==> src/rtl/key_debounce_pkg.sv <==
// Shared types and defaults for the pushbutton debouncer.
package key_debounce_pkg;

  typedef enum logic [1:0] {S_UP, S_CHK_DN, S_DN, S_CHK_UP} state_e;

  localparam int SYNC_STAGES_DEF     = 2;
  localparam int DEBOUNCE_CYCLES_DEF = 500000;

endpackage

==> src/rtl/sync_chain.sv <==
// Parameterized-depth 1-bit synchronizer; resets to 1 (released button level).
module sync_chain #(
  parameter int STAGES = 2
) (
  input  logic clk,
  input  logic rst_n,
  input  logic din,
  output logic dout
);

  logic [STAGES-1:0] sync_q, sync_d;

  always_comb sync_d = {sync_q[STAGES-2:0], din};

  always_ff @(posedge clk or negedge rst_n) begin
    if (!rst_n) sync_q <= '1;
    else        sync_q <= sync_d;
  end

  assign dout = sync_q[STAGES-1];

endmodule

==> src/rtl/key_debouncer.sv <==
// Debounces one active-low pushbutton: synchronize, then demand N+1 steady
// samples before the clean level moves; each accepted change pulses KEY_changed.
module key_debouncer
  import key_debounce_pkg::*;
#(
  parameter int SYNC_STAGES     = SYNC_STAGES_DEF,
  parameter int DEBOUNCE_CYCLES = DEBOUNCE_CYCLES_DEF
) (
  input  logic clk,
  input  logic reset,
  input  logic KEY_raw,
  output logic KEY,
  output logic KEY_changed
);

  localparam int CW = (DEBOUNCE_CYCLES > 1) ? $clog2(DEBOUNCE_CYCLES) : 1;
  localparam logic [CW-1:0] CNT_MAX = CW'(DEBOUNCE_CYCLES - 1);

  logic          key_s;
  state_e        state_q, state_d;
  logic [CW-1:0] cnt_q, cnt_d;
  logic          key_q, key_d;
  logic          chg_q, chg_d;

  sync_chain #(.STAGES(SYNC_STAGES)) u_sync (
    .clk  (clk),
    .rst_n(reset),
    .din  (KEY_raw),
    .dout (key_s)
  );

  // Counter only leaves CHECK at CNT_MAX, so it cannot wrap.
  always_comb begin
    state_d = state_q;
    cnt_d   = cnt_q;
    chg_d   = 1'b0;
    case (state_q)
      S_UP: if (!key_s) begin
        state_d = S_CHK_DN;
        cnt_d   = '0;
      end
      S_CHK_DN: begin
        if (key_s)                state_d = S_UP;
        else if (cnt_q == CNT_MAX) begin
          state_d = S_DN;
          chg_d   = 1'b1;
        end else                  cnt_d = cnt_q + 1'b1;
      end
      S_DN: if (key_s) begin
        state_d = S_CHK_UP;
        cnt_d   = '0;
      end
      S_CHK_UP: begin
        if (!key_s)               state_d = S_DN;
        else if (cnt_q == CNT_MAX) begin
          state_d = S_UP;
          chg_d   = 1'b1;
        end else                  cnt_d = cnt_q + 1'b1;
      end
      default: state_d = S_UP;
    endcase
    key_d = (state_d == S_UP) || (state_d == S_CHK_DN);
  end

  always_ff @(posedge clk or negedge reset) begin
    if (!reset) begin
      state_q <= S_UP;
      cnt_q   <= '0;
      key_q   <= 1'b1;
      chg_q   <= 1'b0;
    end else begin
      state_q <= state_d;
      cnt_q   <= cnt_d;
      key_q   <= key_d;
      chg_q   <= chg_d;
    end
  end

  assign KEY         = key_q;
  assign KEY_changed = chg_q;

endmodule

==> config.mk <==
export PLATFORM = sky130hd
export DESIGN_NAME = key_debouncer
export DESIGN_NICKNAME = d
export VERILOG_FILES = /design/src/rtl/key_debounce_pkg.sv /design/src/rtl/sync_chain.sv /design/src/rtl/key_debouncer.sv
export SDC_FILE = /design/constraint.sdc
export NUM_CORES = 1
export LEC_CHECK = 0
export ABC_AREA = 1
export CAP_MARGIN = 20
export CORE_MARGIN = 8
export CORE_UTILIZATION = 60
export DETAILED_ROUTE_END_ITERATION = 8
export PLACE_DENSITY = 0.77
export SETUP_SLACK_MARGIN = 0.15
export SKIP_CTS_REPAIR_TIMING = 1
export SLEW_MARGIN = 20
export SYNTH_ARGS = -nofsm -noshare
export SYNTH_HDL_FRONTEND = slang
export SYNTH_SLANG_ARGS = --single-unit
export TNS_END_PERCENT = 50
==> constraint.sdc <==
create_clock -name clk -period 2.2 [get_ports clk]
set_clock_uncertainty 0.05 [all_clocks]
set_input_delay 0.33 -clock clk [delete_from_list [all_inputs] [get_ports clk]]
set_output_delay 0.33 -clock clk [all_outputs]
set_load 0.05 [all_outputs]
==> metrics.txt <==
status complete, no violations; Core Region 0.002477 sq mm; critical path, cell by cell ha_1 -> nand3_2 -> clkinv_2 -> nand3_2 -> nor2_4 -> nor2_4 -> buf_4 -> nand3_1 -> nand2_1; post-place instance area between 0.0015 and 0.002 sq mm; CP Launch Type flip-flop; Max Cap Violations 0; GRT Total Usage 16.87%; Synth area leader dfrtp_1; final core occ 68.33%; post-synth top area share 34.89%; mapped cell area 0.001578 sq mm; sequential area share after synthesis approximately two fifths; Final Hold Violating Endpoints 0; H-Tree Depth 1; ys async rst share 100.0%; area grow syn2layout 7.296%; DIE HEIGHT 67.28 microns; NumNets Final about 230; chip width 67.28 microns; unrepaired setup endpoints after global routing false; Critical R2R Launch cnt_q[0]$_DFFE_PN0P_; drt via density 5.550; worst-skew pair later-pin latency about 0.32 ns; final setup margin 0.3262 ns; ys flop type dfrtp_1; slowest stage delay, CP between 0.4 and 0.5 ns; data required time of the worst path approximately 2.4 ns; drt wl/cell 13.69 microns; worst slack at placement 0.3034 ns; Port Buffer Count 4; Syn Inst Count 218; Max Clk Rate 533.7 MHz; number of enable flip-flop cells after synthesis 0; Slew @ Worst Pin 0.6115 ns; CTS tree done; Worst slew margin between 50 and 60%; R2R cell count 9; number of global-route vias before repair between 1000 and 1500; clock root buffer clkbuf_4; fin cells about 260; router iterations before antenna repair 4; crit path max fanout 8; Cells after DPL 249; Synth Register Bits 25; Leak 0.6949 nW; hpwl dp 2.583 mm; worst hold slack 0.3003 ns; design area ~0.0017 sq mm; antenna violations before repair 0; Syn Area/Cell 7.237 sq um; pin count of the biggest net entering global routing 28; global-route wire length before repair 6.037 mm; Mapped Nets 222; Final Power 0.7613 mW; DIE AREA about 0.0045 sq mm; WS Path Type reg -> reg; CTS clk-pin slew, worst paths 0.15 ns; Max VDD drop between 0.0003 and 0.0004 V; Worst Setup End Kind flip-flop; GPL Wtd Cong 0.9870; clk buf depth 2; Num Clock Sinks 25; Critical Path Start cnt_q[0]$_DFFE_PN0P_; CP arrival 2.09 ns; min cycle time layout 1.874 ns; Final ANT Viol Nets 0; GRT overflow 0; Sum Neg Setup Slack 0 ns; worst min-delay path class in -> async; CP max stage cell dfrtp_1; warnings from Yosys 0; Slew Viols, Final 0; # IOs 5; DR DRC count 0; diode count 0; top cells by area, synth dfrtp_1 35%, nand2_1 17%, nand3_1 7.3%; PwrDens around 450 mW/mm^2; WL final approximately 3.5 mm; final period utilization 85.17%; share of cells above drive strength 1 14.47%; Initial Utilization between 60% and 70%; initial drt markers 69; num rows 18; clock buffer count from CTS 3; total number of vias 1432; final setup vio count 0; distinct cell type count after synthesis 29
-- routing by layer --
layer,share of wire [%],vias to the layer above,global-route usage [%]
li1,-,720,-
met1,46,678,20.87
met2,49,30,29.03
met3,3.9,4,2.483
met4,0.99,0,6.266
met5,0,-,0
-- critical path, delay by kind of cell (launching register included) --
kind                     cells  cell delay (ns)
AND/OR/NAND/NOR              6             0.73
flip-flops                   1             0.46
adder cells (fa/ha/maj)      1             0.30
buffers and inverters        2             0.28
-- placed cells by master (no fill, tap or decap), drive strengths merged, types with 2 or more instances in the layout --
cell type | synthesis | final
dfrtp | 22 | 22
clkbuf | 0 | 3
o21bai | 2 | 2
nor3 | 3 | 3
inv | 21 | 21
nand2 | 72 | 72
dfstp | 3 | 3
xor2 | 3 | 3
nand3 | 26 | 26
clkdlybuf4s50 | 0 | 3
nand4 | 7 | 7
nor2 | 30 | 30
o21ai | 18 | 18
buf | 5 | 7
-- kinds of logic after synthesis --
logic type / count (synthesis) / synth area share (%)
AOI/OAI and AO/OA: 21 / 9.119
xor gates and xnor gates: 4 / 2.221
adders and majority gates: 1 / 0.7929
buffers and inverters: 27 / 8.802
DFF: 25 / 39.89
and+or+nand+nor: 140 / 39.18
-- path summary, 6_finish.rpt --
kind	end	slack, ns
setup reg to reg	cnt_q[17]$_DFFE_PN0P_	0.33
hold reg to reg	u_sync.sync_q[1]$_DFF_PN1_	0.32
max in group asynchronous	u_sync.sync_q[0]$_DFF_PN1_	1.51
setup / recovery	cnt_q[17]$_DFFE_PN0P_	0.33
hold / removal	cnt_q[6]$_DFFE_PN0P_	0.30
min in group clk	u_sync.sync_q[1]$_DFF_PN1_	0.32
-- sequential cells by signal, indices dropped and copies added, names as in the netlist --
name	count
u_sync.sync_q	2
cnt_q	19
state_q	2
KEY	1
KEY_changed	1
-- cells in the mapped netlist (2+ instances only) --
cell type / count
dfrtp_1: 22
dfstp_2: 3
inv_1: 19
nand2_1: 72
nand3_1: 23
nand3_2: 3
nand4_1: 7
nor2_1: 27
nor2_4: 2
nor3_1: 3
o21ai_0: 4
o21ai_1: 5
o21ai_2: 9
o21bai_1: 2
xor2_1: 3
-- where the power goes --
group          internal [mW]  leakage [nW]  total [mW]  switching (mW)
clock                 0.0694        0.0139       0.216           0.147
combinational         0.0211         0.346      0.0600          0.0389
sequential             0.470         0.335       0.485          0.0151
-- layout make-up --
| class | count | area (sq um) |
|---|---|---|
| Multi-Input combinational cell | 166 | 809.5 |
| Timing Repair Buffer | 11 | 95.09 |
| Fill cell | 222 | 784.5 |
| Sequential cell | 25 | 629.4 |
| Tap cell | 30 | 37.54 |
| Clock buffer | 3 | 22.52 |
| Clock inverter | 1 | 7.507 |
| Inverter | 22 | 91.34 |
(Power assumes the default switching activity.)
==> variant: new RTL, same flow settings <==
Change the package constant `DEBOUNCE_CYCLES_DEF` from 500000 to 1000000.
--- a/src/rtl/key_debounce_pkg.sv
+++ b/src/rtl/key_debounce_pkg.sv
@@ -6,3 +6,3 @@
   localparam int SYNC_STAGES_DEF     = 2;
-  localparam int DEBOUNCE_CYCLES_DEF = 500000;
+  localparam int DEBOUNCE_CYCLES_DEF = 1000000;
 
Formal check against the unedited RTL: same outputs for any inputs over 10 cycles, from zero or initial values and one cycle with reset low; that may be too few to reach the edited logic, so the function may still have changed.
==> variant against the original RTL <==
Setup slack improved by 0.0014 ns. Total power grew 20%. Area after synthesis rose by 5.9%. First-iteration DRC count rose by 80%. Wire length rose by 8.3%. Sequential cell count rose by 1. Count of clock-buffer cells in the layout unchanged. Cell area up 6.7%. Largest cell class unchanged. Highest routed layer unchanged.
==> variant: results (changes against the original RTL) <==
[outcome]
status = finished, final reports clean  ; unchanged

[pwr]
leakage_nw = 0.732  ; was 0.695 nW
p_sw_uw = 214  ; was 201 uW

[layout]
layout.cells.non_filler = 271  ; was 258
drive_above_1_share_pct = 15.4  ; was 14.5%
reg_top3 = cnt_q x20, state_q x2, u_sync.sync_q x2  ; was cnt_q x19, state_q x2, u_sync.sync_q x2
fin_nets = 245  ; was 233

[grt]
grt_max_degree = 27  ; was 28
grt_pass1_vias = 1379  ; was 1360
track_usage_pct = 18.2  ; was 16.9%

[placement]
dp.cells = 264  ; was 249
hpwlAfterDp_um = 2740  ; was 2580 um
dpl_cell_area_mm2 = 0.00171  ; was 0.00162 mm2
routabilityCongestion = 0.963  ; was 0.987

[logic_synthesis]
yosysUniqueCellTypes = 31  ; was 29
syn_area_per_cell_um2 = 7.20  ; was 7.24 um2
yosysSeqAreaShare_pct = 39.2  ; was 39.9%

[detailed_routing]
wirelength_um = 3820  ; was 3530 um
drtIter0Drc = 124  ; was 69
wl_met1_um = 1770  ; was 1630 um
met2_length_um = 1720  ; was 1730 um

[setup_path]
cpLargestDelayFamily = buffers and inverters  ; was simple AND/OR/NAND/NOR gates
cpMaxStageDelayCell = clkdlybuf4s50_1  ; was dfrtp_1
timing.rr.end = cnt_q[6]  ; was cnt_q[17]
cp_max_fo = 1  ; was 8
worst_ep_arrival_time_ns = 1.49  ; was 2.09 ns
cp_slowest_stage_delay_ns = 0.80  ; was 0.46 ns

[sta]
holdWs_ns = 0.285  ; was 0.300 ns
tightestPinTransition_ns = 0.505  ; was 0.612 ns

## variant: changes by cell type after synthesis, sizes merged, moves of 2 or more
cell,change
nor2,+6
nand3,-2
and2,+2
nand4,+3
nand2,+7
## variant: cell families (layout without fill, tap and decap cells)
group / Yosys count / after routing / synth area share [%]
simple gates: 155 / 155 / 41.9
compound gates: 20 / 20 / 7.86
xor+xnor: 4 / 4 / 2.10
flops: 26 / 26 / 39.2
buf+inv: 26 / 34 / 8.24
fa+ha+maj: 1 / 1 / 0.749
## variant: per-stage QoR
step / utilization [%] / worst slack [ns]
6_report: 66.6 / 0.328
5_1_grt: 66.6 / 0.188
4_1_cts: 65.1 / 0.129
3_5_place_dp: 63.2 / 0.327
3_3_place_gp: 63.2 / 0.370
2_1_floorplan: - / 0.570
## variant: worst max-delay path by stage
stage	from	endpoint	slack, ns	cells past startpoint
after global placement	cnt_q[0]	cnt_q[12]	0.37	9
final	KEY_changed	KEY_changed	0.33	1
after floorplan	cnt_q[0]	cnt_q[17]	0.57	9
after global routing	cnt_q[0]	cnt_q[15]	0.19	10
after detailed placement	cnt_q[0]	cnt_q[12]	0.33	9
after CTS	KEY	KEY	0.13	1
## variant: final cells by class
class	count	area, um2	share of cell area [%]
clock inverters	1	30.0	1.66
multi-input cells	180	881	48.8
well taps	31	38.8	2.15
flip-flops and latches	26	654	36.2
inverters	21	86.3	4.78
clock buffers	3	22.5	1.25
repair buffers	9	92.6	5.13
## variant: layer usage
metal / vias to the layer above / global-route usage (%)
met5: - / 0
met4: 0 / 8.52
met3: 12 / 2.58
li1: 763 / -
met1: 689 / 24.3
met2: 57 / 28.6
## variant: power by group through the flow
stage / clock, mW / combinational (mW) / sequential [mW]
after floorplan: 0 / 0.0462 / 0.505
after CTS: 0.346 / 0.0593 / 0.501
after global placement: 0 / 0.0581 / 0.509
after global routing: 0.358 / 0.0758 / 0.503
final: 0.342 / 0.0665 / 0.501
after detailed placement: 0 / 0.0589 / 0.510
